$ cat config.mk
export PLATFORM = sky130hd
export DESIGN_NAME = atualizador_aster
export DESIGN_NICKNAME = d
export VERILOG_FILES = /design/src/rtl/atualizador_aster.sv
export SDC_FILE = /design/constraint.sdc
export NUM_CORES = 1
export LEC_CHECK = 0
export CORE_MARGIN = 2
export CORE_UTILIZATION = 54
export CTS_BUF_LIST = sky130_fd_sc_hd__clkbuf_16
export CTS_CLUSTER_SIZE = 12
export DETAILED_ROUTE_END_ITERATION = 8
export PLACE_DENSITY = 0.86
export SYNTH_ARGS = -nofsm -noshare
export SYNTH_HDL_FRONTEND = slang
export SYNTH_SLANG_ARGS = --single-unit
$ cat constraint.sdc
create_clock -name clk -period 6.1 [get_ports clk]
set_input_delay 0.61 -clock clk [delete_from_list [all_inputs] [get_ports clk]]
set_output_delay 0.61 -clock clk [all_outputs]
set_load 0.02 [all_outputs]
$ cat src/rtl/atualizador_aster.sv
// Asteroid position updater: on each tick, sweeps memoria_aster entries, steps every asteroid
// one move along its direction with edge saturation, writes it back and flags ship collisions.
module atualizador_aster #(
  parameter int unsigned N_ASTER  = 16,
  parameter int unsigned PASSO    = 1,
  parameter logic [3:0]  CENTRO_X = 4'd7,
  parameter logic [3:0]  CENTRO_Y = 4'd7
) (
  input  logic       clk,
  input  logic       reset_n,
  input  logic       tick,
  input  logic [9:0] mem_q,
  output logic [3:0] mem_addr,
  output logic       mem_we,
  output logic [9:0] mem_data,
  output logic       ocupado,
  output logic       pronto,
  output logic       colisao,
  output logic [3:0] colisao_idx,
  output logic [4:0] num_colisoes
);

  typedef enum logic [2:0] {
    StIdle,
    StCarrega,
    StLe,
    StEscreve,
    StFim
  } state_e;

  localparam logic [3:0] LastIdx = 4'(N_ASTER - 1);
  localparam logic [4:0] Passo5  = 5'(PASSO);

  state_e      state_q, state_d;
  logic [3:0]  idx_q, idx_d;
  logic [9:0]  reg_aster_q, reg_aster_d;
  logic [4:0]  num_col_q, num_col_d;

  logic [3:0]  x_old, y_old, x_new, y_new;
  logic [1:0]  dir;
  logic        old_at_centre, new_at_centre, hit;
  logic [9:0]  word_new;

  // Step in 5 bits so the carry/borrow shows the edge was crossed, then clamp to the grid.
  function automatic logic [3:0] step_up(input logic [3:0] v);
    logic [4:0] sum;
    sum = {1'b0, v} + Passo5;
    return sum[4] ? 4'd15 : sum[3:0];
  endfunction

  function automatic logic [3:0] step_dn(input logic [3:0] v);
    logic [4:0] diff;
    diff = {1'b0, v} - Passo5;
    return diff[4] ? 4'd0 : diff[3:0];
  endfunction

  assign x_old = reg_aster_q[9:6];
  assign y_old = reg_aster_q[5:2];
  assign dir   = reg_aster_q[1:0];

  always_comb begin
    x_new         = x_old;
    y_new         = y_old;
    old_at_centre = (x_old == CENTRO_X) && (y_old == CENTRO_Y);
    if (!old_at_centre) begin
      unique case (dir)
        2'b00: x_new = step_up(x_old);
        2'b01: x_new = step_dn(x_old);
        2'b10: y_new = step_up(y_old);
        2'b11: y_new = step_dn(y_old);
        default: ;
      endcase
    end
    new_at_centre = (x_new == CENTRO_X) && (y_new == CENTRO_Y);
    hit           = !old_at_centre && new_at_centre;
    word_new      = {x_new, y_new, dir};
  end

  always_comb begin
    state_d     = state_q;
    idx_d       = idx_q;
    reg_aster_d = reg_aster_q;
    num_col_d   = num_col_q;
    mem_addr    = 4'd0;
    mem_we      = 1'b0;
    mem_data    = 10'd0;
    ocupado     = 1'b0;
    pronto      = 1'b0;
    colisao     = 1'b0;
    colisao_idx = 4'd0;

    unique case (state_q)
      StIdle: begin
        if (tick) begin
          state_d   = StCarrega;
          idx_d     = 4'd0;
          num_col_d = 5'd0;
        end
      end
      StCarrega: begin
        ocupado  = 1'b1;
        mem_addr = idx_q;
        state_d  = StLe;
      end
      StLe: begin
        ocupado     = 1'b1;
        mem_addr    = idx_q;
        reg_aster_d = mem_q;
        state_d     = StEscreve;
      end
      StEscreve: begin
        ocupado  = 1'b1;
        mem_addr = idx_q;
        mem_we   = 1'b1;
        mem_data = word_new;
        if (hit) begin
          colisao     = 1'b1;
          colisao_idx = idx_q;
          num_col_d   = num_col_q + 5'd1;
        end
        if (idx_q < LastIdx) begin
          idx_d   = idx_q + 4'd1;
          state_d = StCarrega;
        end else begin
          state_d = StFim;
        end
      end
      StFim: begin
        pronto  = 1'b1;
        state_d = StIdle;
      end
      default: state_d = StIdle;
    endcase
  end

  always_ff @(posedge clk or negedge reset_n) begin
    if (!reset_n) begin
      state_q     <= StIdle;
      idx_q       <= 4'd0;
      reg_aster_q <= 10'd0;
      num_col_q   <= 5'd0;
    end else begin
      state_q     <= state_d;
      idx_q       <= idx_d;
      reg_aster_q <= reg_aster_d;
      num_col_q   <= num_col_d;
    end
  end

  assign num_colisoes = num_col_q;

endmodule

# After elaboration in Yosys (flattened, before gate mapping)
# Index checks and enable logic that the tools add are counted.
# op_classes
add_sub_neg	6
order_cmp	1
n_eq_ne	14
mux	26
reduce_logical	10
# op_table
operator	n
2-to-1 mux 4 bit	11
case mux 4 bit (2 select lines)	3
== test 4 x 3 -> 1 bit, second input constant	4
case mux 3 bit (4 select lines)	1
adder 4 x 1 -> 5 bit, second input constant	2
2-to-1 mux 10 bit	1
2-to-1 mux 5 bit	2
case mux 5 bit (2 select lines)	1
subtractor 4 x 1 -> 5 bit, second input constant	2
== test 3 x 2 -> 1 bit, second input constant	2
2-to-1 mux 3 bit	2
!= test 2 bit, second input constant	3
AND reduction 3 bit	2
adder 5 x 1 -> 5 bit, second input constant	1
2-to-1 mux 1 bit	5
adder 4 x 1 -> 4 bit, second input constant	1
== test 2 bit, second input constant	2
< comparator 4 bit, second input constant	1
== test 3 x 1 -> 1 bit, second input constant	1
== test 3 bit, second input constant	1
logical AND 1 bit	3
zero test 3 bit	1
OR reduction 3 bit	1
== test 2 x 1 -> 1 bit, second input constant	1
3 further kinds	3
# totals
reg_bits	22
in_bits	13
out_inout_bits	27
wordCells	61

# Longest topological paths before layout
# Gate-level depths: netlist of run 1.
# logic_depth
ltp_word	9
mapped_depth	9
depth_no_buf	8

# Worst setup path before layout of run 1
# No wires, ideal clock.
# synth_timing
path_type	register to output
start	register reg_aster_q[2]
end	output colisao_idx[0]
arrival_time_ns	2.326
slack_ns	3.164
path_stages_with_launch	10
path_buffers	1
cell_sequence	dfrtp_1 > clkbuf_1 > inv_1 > ha_1 > nor4bb_1 > a211oi_1 > o21ai_0 > or3_1 > nor3_4 > and2_1
# synth_via
elab_chain_len	9
# synth_rtl
element	line	text
start, declared	36	logic [9:0] reg_aster_q, reg_aster_d;
start signal, assigned	145	reg_aster_q <= reg_aster_d;
subtractor 4 x 1 -> 5 bit / adder 4 x 1 -> 5 bit (equally long branches)	53, 47	
2-to-1 mux 4 bit (on tied branches)	54, 48	
case mux 4 bit (2 select lines)	66	unique case (dir)
2-to-1 mux 4 bit	65	if (!old_at_centre) begin
== test 4 x 3 -> 1 bit	74	new_at_centre = (x_new == CENTRO_X) && (y_new == CENTRO_Y);
logical AND 1 bit	74	
logical AND 1 bit (*)	75	hit = !old_at_centre && new_at_centre;
2-to-1 mux 4 bit (*)	116	if (hit) begin
2-to-1 mux 4 bit (*)	92	unique case (state_q)
end, declared	19	output logic [3:0] colisao_idx,
# Mark *: on every way between the ends. The rest lies on a longest branch, timed or not.

# Worst setup path after layout of run 1
# layout_timing
start	register reg_aster_q[6]
end	output colisao_idx[1]
# The elaborated chain is that of the path after synthesis.

==> results of run 1 <==
-- cell usage after synthesis (all sizes together) (5+ instances only) --
cell type  number  area share (%)
dfrtp          22              32
nand2          21             4.6
nor2           19             4.2
o21ai          13             3.8
and2           12             4.4
a21oi          10             2.9
inv            10             2.2
buf             7             3.1
ha              6             4.4
or4             5             2.2
-- path summary, 6_finish.rpt --
path                                       from               to  slack, ns  cells after the start
worst max-delay path             reg_aster_q[6]   colisao_idx[1]       2.28                      8
worst min-delay path            num_colisoes[0]  num_colisoes[0]       0.57                      1
worst max register to register   reg_aster_q[2]  num_colisoes[4]       3.35                      8
worst min register to register  num_colisoes[0]  num_colisoes[0]       0.57                      1
max in group asynchronous               reset_n   reg_aster_q[0]       4.62                      1
min in group asynchronous               reset_n  num_colisoes[1]       0.90                      1
-- layout make-up --
| cell class | instances | area (µm²) | area share (%) |
|---|---|---|---|
| Timing Repair Buffer | 39 | 390.4 | 17.99 |
| Inverter | 10 | 37.54 | 1.730 |
| Multi-Input combinational cell | 156 | 1057 | 48.73 |
| Tap cell | 44 | 55.05 | 2.537 |
| Clock buffer | 3 | 75.07 | 3.460 |
| Sequential cell | 22 | 550.5 | 25.37 |
| Clock inverter | 1 | 3.754 | 0.1730 |
-- state kept, by name, indices dropped and copies added (netlist names) --
| signal | cells |
|---|---|
| state_q | 3 |
| reg_aster_q | 10 |
| idx_q | 4 |
| num_colisoes | 5 |
-- critical path, stage by stage, from the launching register on --
cell and delay (ns):
dfrtp_1 0.47, ha_1 0.31, and3b_1 0.22, a21oi_1 0.38, nand3_1 0.17, a31o_2 0.32
nor3_4 0.31, and2_1 0.18, clkdlybuf4s50_1 0.60
-- layer usage --
| metal | track usage (%) | wire (µm) | vias to the layer above | part of all wire (%) |
|---|---|---|---|---|
| met1 | 30.50 | 1758 | 757 | 44 |
| met3 | 3.896 | 194 | 2 | 4.9 |
| li1 | - | - | 779 | - |
| met4 | 5.397 | 29 | 0 | 0.73 |
| met2 | 40.06 | 1978 | 44 | 50 |
| met5 | 0 | 0 | - | 0 |
-- power groups by stage --
stage                     registers (mW)  clock network [mW]  logic, mW
after floorplan                    0.242                   0      0.535
after global placement             0.316                   0      0.632
after detailed placement           0.320                   0      0.640
after CTS                          0.319               0.140      0.644
after global routing               0.337               0.148      0.704
final                              0.323               0.137      0.640
-- logic make-up after synthesis --
logic type | synth area share, %
and+or+nand+nor | 35.14
buffers and inverters | 6.221
DFF | 32.21
AOI/OAI and AO/OA | 16.03
adders and majority gates | 4.392
xor gates and xnor gates | 1.025
muxes | 4.978
-- stage by stage --
step,power [mW],util [%],std cells,worst slack [ns],instance area (µm²)
2_1_floorplan,0.7771,-,199,3.164,1709
3_3_place_gp,0.9486,69.05,271,2.603,2091
3_5_place_dp,0.9606,69.05,271,2.570,2091
4_1_cts,1.103,71.65,275,2.279,2170
5_1_grt,1.189,71.65,275,2.064,2170
6_report,1.100,71.65,275,2.275,2170
==> reports/results.txt, run 1 <==
routed len/inst: 14.40 µm
final antenna-violating net count: 0
max_cap viols: 0
Initial Utilization: 56.45%
clk_skew: 0.005782 ns
clock-pin slew on the worst setup and hold paths: 0.06 ns
Die H: 60.26 µm
Crit Path Max Fanout: 9
Die ar.: 0.003631 mm²
initial antenna violation count: 0
Sw Share: 46.76%
Async SR Flop Fraction: 100.0%
Post-Route WL: 3.961 mm
maximum root-to-sink buffer count: 2
status: complete, no violations
WS Path Type: reg2out
grt ovf: 0
Req. time, crit path: 5.49 ns
Hold Fails Final Rpt: 0
Synth Net Count: 218
total track usage: 23.33%
first-pass GRT wire length: 6.423 mm
post-synthesis sequential area ratio: 32.21%
Crit. End Element: output pin
Final Max Tran Viols: 0
hold crit path type: reg2reg
root buf cell: clkbuf_16
CTS H-tree lvls: 1
Sw Pwr: 0.5142 mW
syn_area_per_cell: 8.589 µm²
post_cts resized: 0
RePlAce Congestion: 0.8406
WHS: 0.5653 ns
P_int: 0.5855 mW
Slew @ Worst Pin: 0.9652 ns
number of synthesized flops with an enable pin: 0
fillers: 247
RSZ-0062 raised after global routing: no
f_max: 261.5 MHz
CP startpoint kind: flop
Vias: 1582
Crit path arrival time: 3.21 ns
most common cell after layout, fill and taps aside: clkdlybuf4s50_1
postcts setup bufs: 0
I/O pin cnt: 40
share of total power in the clock network: 12.4%
Netlist cell types: 54
Power Dens Cells: 506.9 mW/mm²
Worst-Skew Late Latency: 0.25 ns
Slew headroom: 35.45%
CTS tree: built
Post-Synthesis Cells: 199
peak supply drop: 334.1 µV
Setup-failing EPs final: 0
sequential cell fraction of total power: 29.4%
DRC Markers: 0
I/O Buffers: 39
setup_tns: 0 ns
TritonCTS Sinks: 22
Post-synth top flop: dfrtp_1
nets@finish: 251
Ant. Diodes: 0
vias in the first global route: 1411
placed wire-length estimate: 2.890 mm
die width: 60.26 µm
leakage: 0.8774 nW
post-synthesis cell area: 0.001709 mm²
Ys Warns: 0
cts hold-fix bufs: 0
combinational share of power: 58.2%
Num CTS Buffers: 3
Final Cycle Share: 62.70%
crit path time final: 3.825 ns
most frequent cells in the layout: 39 x clkdlybuf4s50_1, 22 x dfrtp_1, 21 x nand2_1
Layout area overhead: 26.94%
FF+latch count, synth: 22
# rows: 20
DR iter-0 viols: 75
largest net degree at the start of global routing: 24
Core Area: 0.003028 mm²
drt pass-1 iters: 4
DR vias/cell: 5.753
layout cell share with drive strength beyond 1: 7.359%
(Power assumes the default switching activity.)
==> run 2: changes to the inputs <==
Settings changed: CORE_UTILIZATION 54 to 50, PLACE_DENSITY 0.86 to 0.8.
Clock period 6.1 ns to 3.55 ns, I/O delays scaled along.
==> run 2 against run 1 <==
  * Clock skew fell by 0.00086 ns
  * Critical path depth did not move
  * Global-route usage fell by 0.99 points
  * Via count rose by 0.88%
  * Highest routed layer unchanged
  * Final area rose by 2.4%
  * Critical path type unchanged
  * Power rose by 75%
  * Core utilization fell by 4.5 points
  * Worst setup slack got worse by 2.1 ns
  * Largest power group unchanged
  * Wire length rose by 3.1%
  * Non-clock buffer count rose by 4
  * Sequential cell count did not move
==> reports/results.txt, run 2 (same netlist as run 1, synthesis figures left out) <==
status: complete, no violations (unchanged)
Post-Place Setup Slack: 0.2854 ns (was 2.570 ns)
Initial Utilization: 51.63% (was 56.45%)
maximum root-to-sink buffer count: 2 (unchanged)
placed wire-length estimate: 2.956 mm (was 2.890 mm)
Crit Path Max Fanout: 10 (was 9)
RePlAce Congestion: 0.8385 (was 0.8406)
Hold Fails Final Rpt: 0 (unchanged)
largest net degree at the start of global routing: 24 (unchanged)
WS Path Type: reg2out (unchanged)
Final Instance Area: 0.002222 mm² (was 0.002170 mm²)
crit path time final: 3.356 ns
M1 WL: 1.847 mm (was 1.758 mm)
Crit path arrival time: 3.00 ns (was 3.21 ns)
vias in the first global route: 1535 (was 1411)
setup slack after layout: 0.1944 ns (was 2.275 ns)
Worst-Skew Late Latency: 0.26 ns (was 0.25 ns)
Die H: 62.47 µm (was 60.26 µm)
fin cells: 281 (was 275)
TritonCTS Sinks: 22 (unchanged)
Core Area: 0.003311 mm² (was 0.003028 mm²)
max_cap viols: 0 (unchanged)
routed len/inst: 14.53 µm (was 14.40 µm)
grt ovf: 0 (unchanged)
nets@finish: 255 (was 251)
cts hold-fix bufs: 0 (unchanged)
# rows: 21 (was 20)
Setup-failing EPs final: 0 (unchanged)
CP startpoint kind: flop (unchanged)
Num CTS Buffers: 3 (unchanged)
final antenna-violating net count: 0 (unchanged)
DR vias/cell: 5.680 (was 5.753)
DRC Markers: 0 (unchanged)
metal3 WL: 166 µm (was 194 µm)
CTS tree: built (unchanged)
Most flops, register: reg_aster_q (unchanged)
max reg flops: 10 (unchanged)
Slew headroom: 28.85% (was 35.45%)
DR iter-0 viols: 88 (was 75)
drt pass-1 iters: 4 (unchanged)
Power Dens Cells: 866.8 mW/mm² (was 506.9 mW/mm²)
total track usage: 22.33% (was 23.33%)
clock-pin slew on the worst setup and hold paths: 0.06 ns (about the same)
die width: 62.47 µm (was 60.26 µm)
Die ar.: 0.003902 mm² (was 0.003631 mm²)
peak supply drop: 515.2 µV (was 334.1 µV)
Crit. End Element: output pin (unchanged)
clk_skew: 0.004924 ns (was 0.005782 ns)
Final Cycle Share: 94.52%
final core utilization: 67.12% (was 71.65%)
first-pass GRT wire length: 7.065 mm (was 6.423 mm)
highest routed metal layer: met4 (unchanged)
hold crit path type: reg2reg (unchanged)
Vias: 1596 (was 1582)
Final Max Tran Viols: 0 (unchanged)
I/O pin cnt: 40 (unchanged)
root buf cell: clkbuf_16 (unchanged)
Layout area overhead: 30.01% (was 26.94%)
initial antenna violation count: 0 (unchanged)
layout cell share with drive strength beyond 1: 11.49% (was 7.359%)
Post-Route WL: 4.082 mm (was 3.961 mm)
CTS H-tree lvls: 1 (unchanged)
RSZ-0062 raised after global routing: no (unchanged)
Placed Instances: 275 (was 271)
setup_tns: 0 ns (unchanged)
most common cell after layout, fill and taps aside: clkdlybuf4s50_1 (unchanged)
Ant. Diodes: 0 (unchanged)
DP Area: 0.002108 mm² (was 0.002091 mm²)
f_max: 298.0 MHz
I/O Buffers: 39 (unchanged)
fillers: 307 (was 247)
most frequent cells in the layout: 35 x clkdlybuf4s50_1, 21 x nand2_1, 19 x nor2_1 (was 39 x clkdlybuf4s50_1, 22 x dfrtp_1, 21 x nand2_1)
Req. time, crit path: 3.19 ns (was 5.49 ns)
leakage: 0.9678 nW (was 0.8774 nW)
Slew @ Worst Pin: 1.063 ns (was 0.9652 ns)
DR WL met2: 2.021 mm (was 1.978 mm)
## run 2: cell types whose count changed in the layout (fill, tap and decap cells not counted), sizes merged
| cell | previous run | this run |
|---|---|---|
| dlymetal6s2s | 0 | 4 |
| buf | 0 | 4 |
| clkdlybuf4s50 | 39 | 35 |
## run 2: timing repair
item / in CTS / in global routing
setup buffers: 0 / 2
endpoints found under the setup margin: 3 / 5
gates resized for setup: 1 / 10
pin swaps: 0 / 1
## run 2: layer usage
metal  track usage, %  up-vias
met5                0        -
met4            8.611        0
met3            3.063        5
met2            37.77       32
met1            28.91      768
li1                 -      791
## run 2: per-stage QoR
stage	hold slack (ns)	total power [mW]
final	0.5565	1.926
after detailed placement	0.5498	1.674
after CTS	0.5624	1.919
after floorplan	0.05941	1.335
after global placement	0.5242	1.647
after global routing	0.6031	2.083
## run 2: report_power, final
part | leakage (nW) | internal (mW) | switching (mW)
Sequential | 0.274 | 0.349 | 0.207
Clock | 0.0385 | 0.150 | 0.0891
Combinational | 0.656 | 0.528 | 0.604
Total | 0.968 | 1.03 | 0.899
## run 2: worst max-delay path, stage by stage, from the launching register on
cell and delay (ns):
dfrtp_2 0.44, inv_1 0.09, ha_1 0.25, nor4bb_1 0.17, a211oi_1 0.25, o21ai_1 0.16
or3_1 0.38, nor3_4 0.33, clkdlybuf4s50_1 0.67
## run 2: layout make-up
| cell class | count | area [µm²] | area share, % |
|---|---|---|---|
| clock buffers | 3 | 75.07 | 3.378 |
| clock inverters | 1 | 3.754 | 0.1689 |
| inverters | 10 | 37.54 | 1.689 |
| multi-input cells | 156 | 1061 | 47.75 |
| flip-flops and latches | 22 | 556.8 | 25.06 |
| well taps | 46 | 57.56 | 2.590 |
| repair buffers | 43 | 430.4 | 19.37 |
## run 2: path summary, 6_finish.rpt
kind                                 start         endpoint  depth (start not counted)  slack (ns)
max                         reg_aster_q[2]          colisao                          8        0.19
min                        num_colisoes[0]  num_colisoes[0]                          1        0.56
max reg2reg                 reg_aster_q[2]  num_colisoes[1]                          9        0.87
min reg2reg                num_colisoes[0]  num_colisoes[0]                          1        0.56
max in group asynchronous          reset_n   reg_aster_q[1]                          1        2.25
min in group asynchronous          reset_n   reg_aster_q[9]                          1        0.64
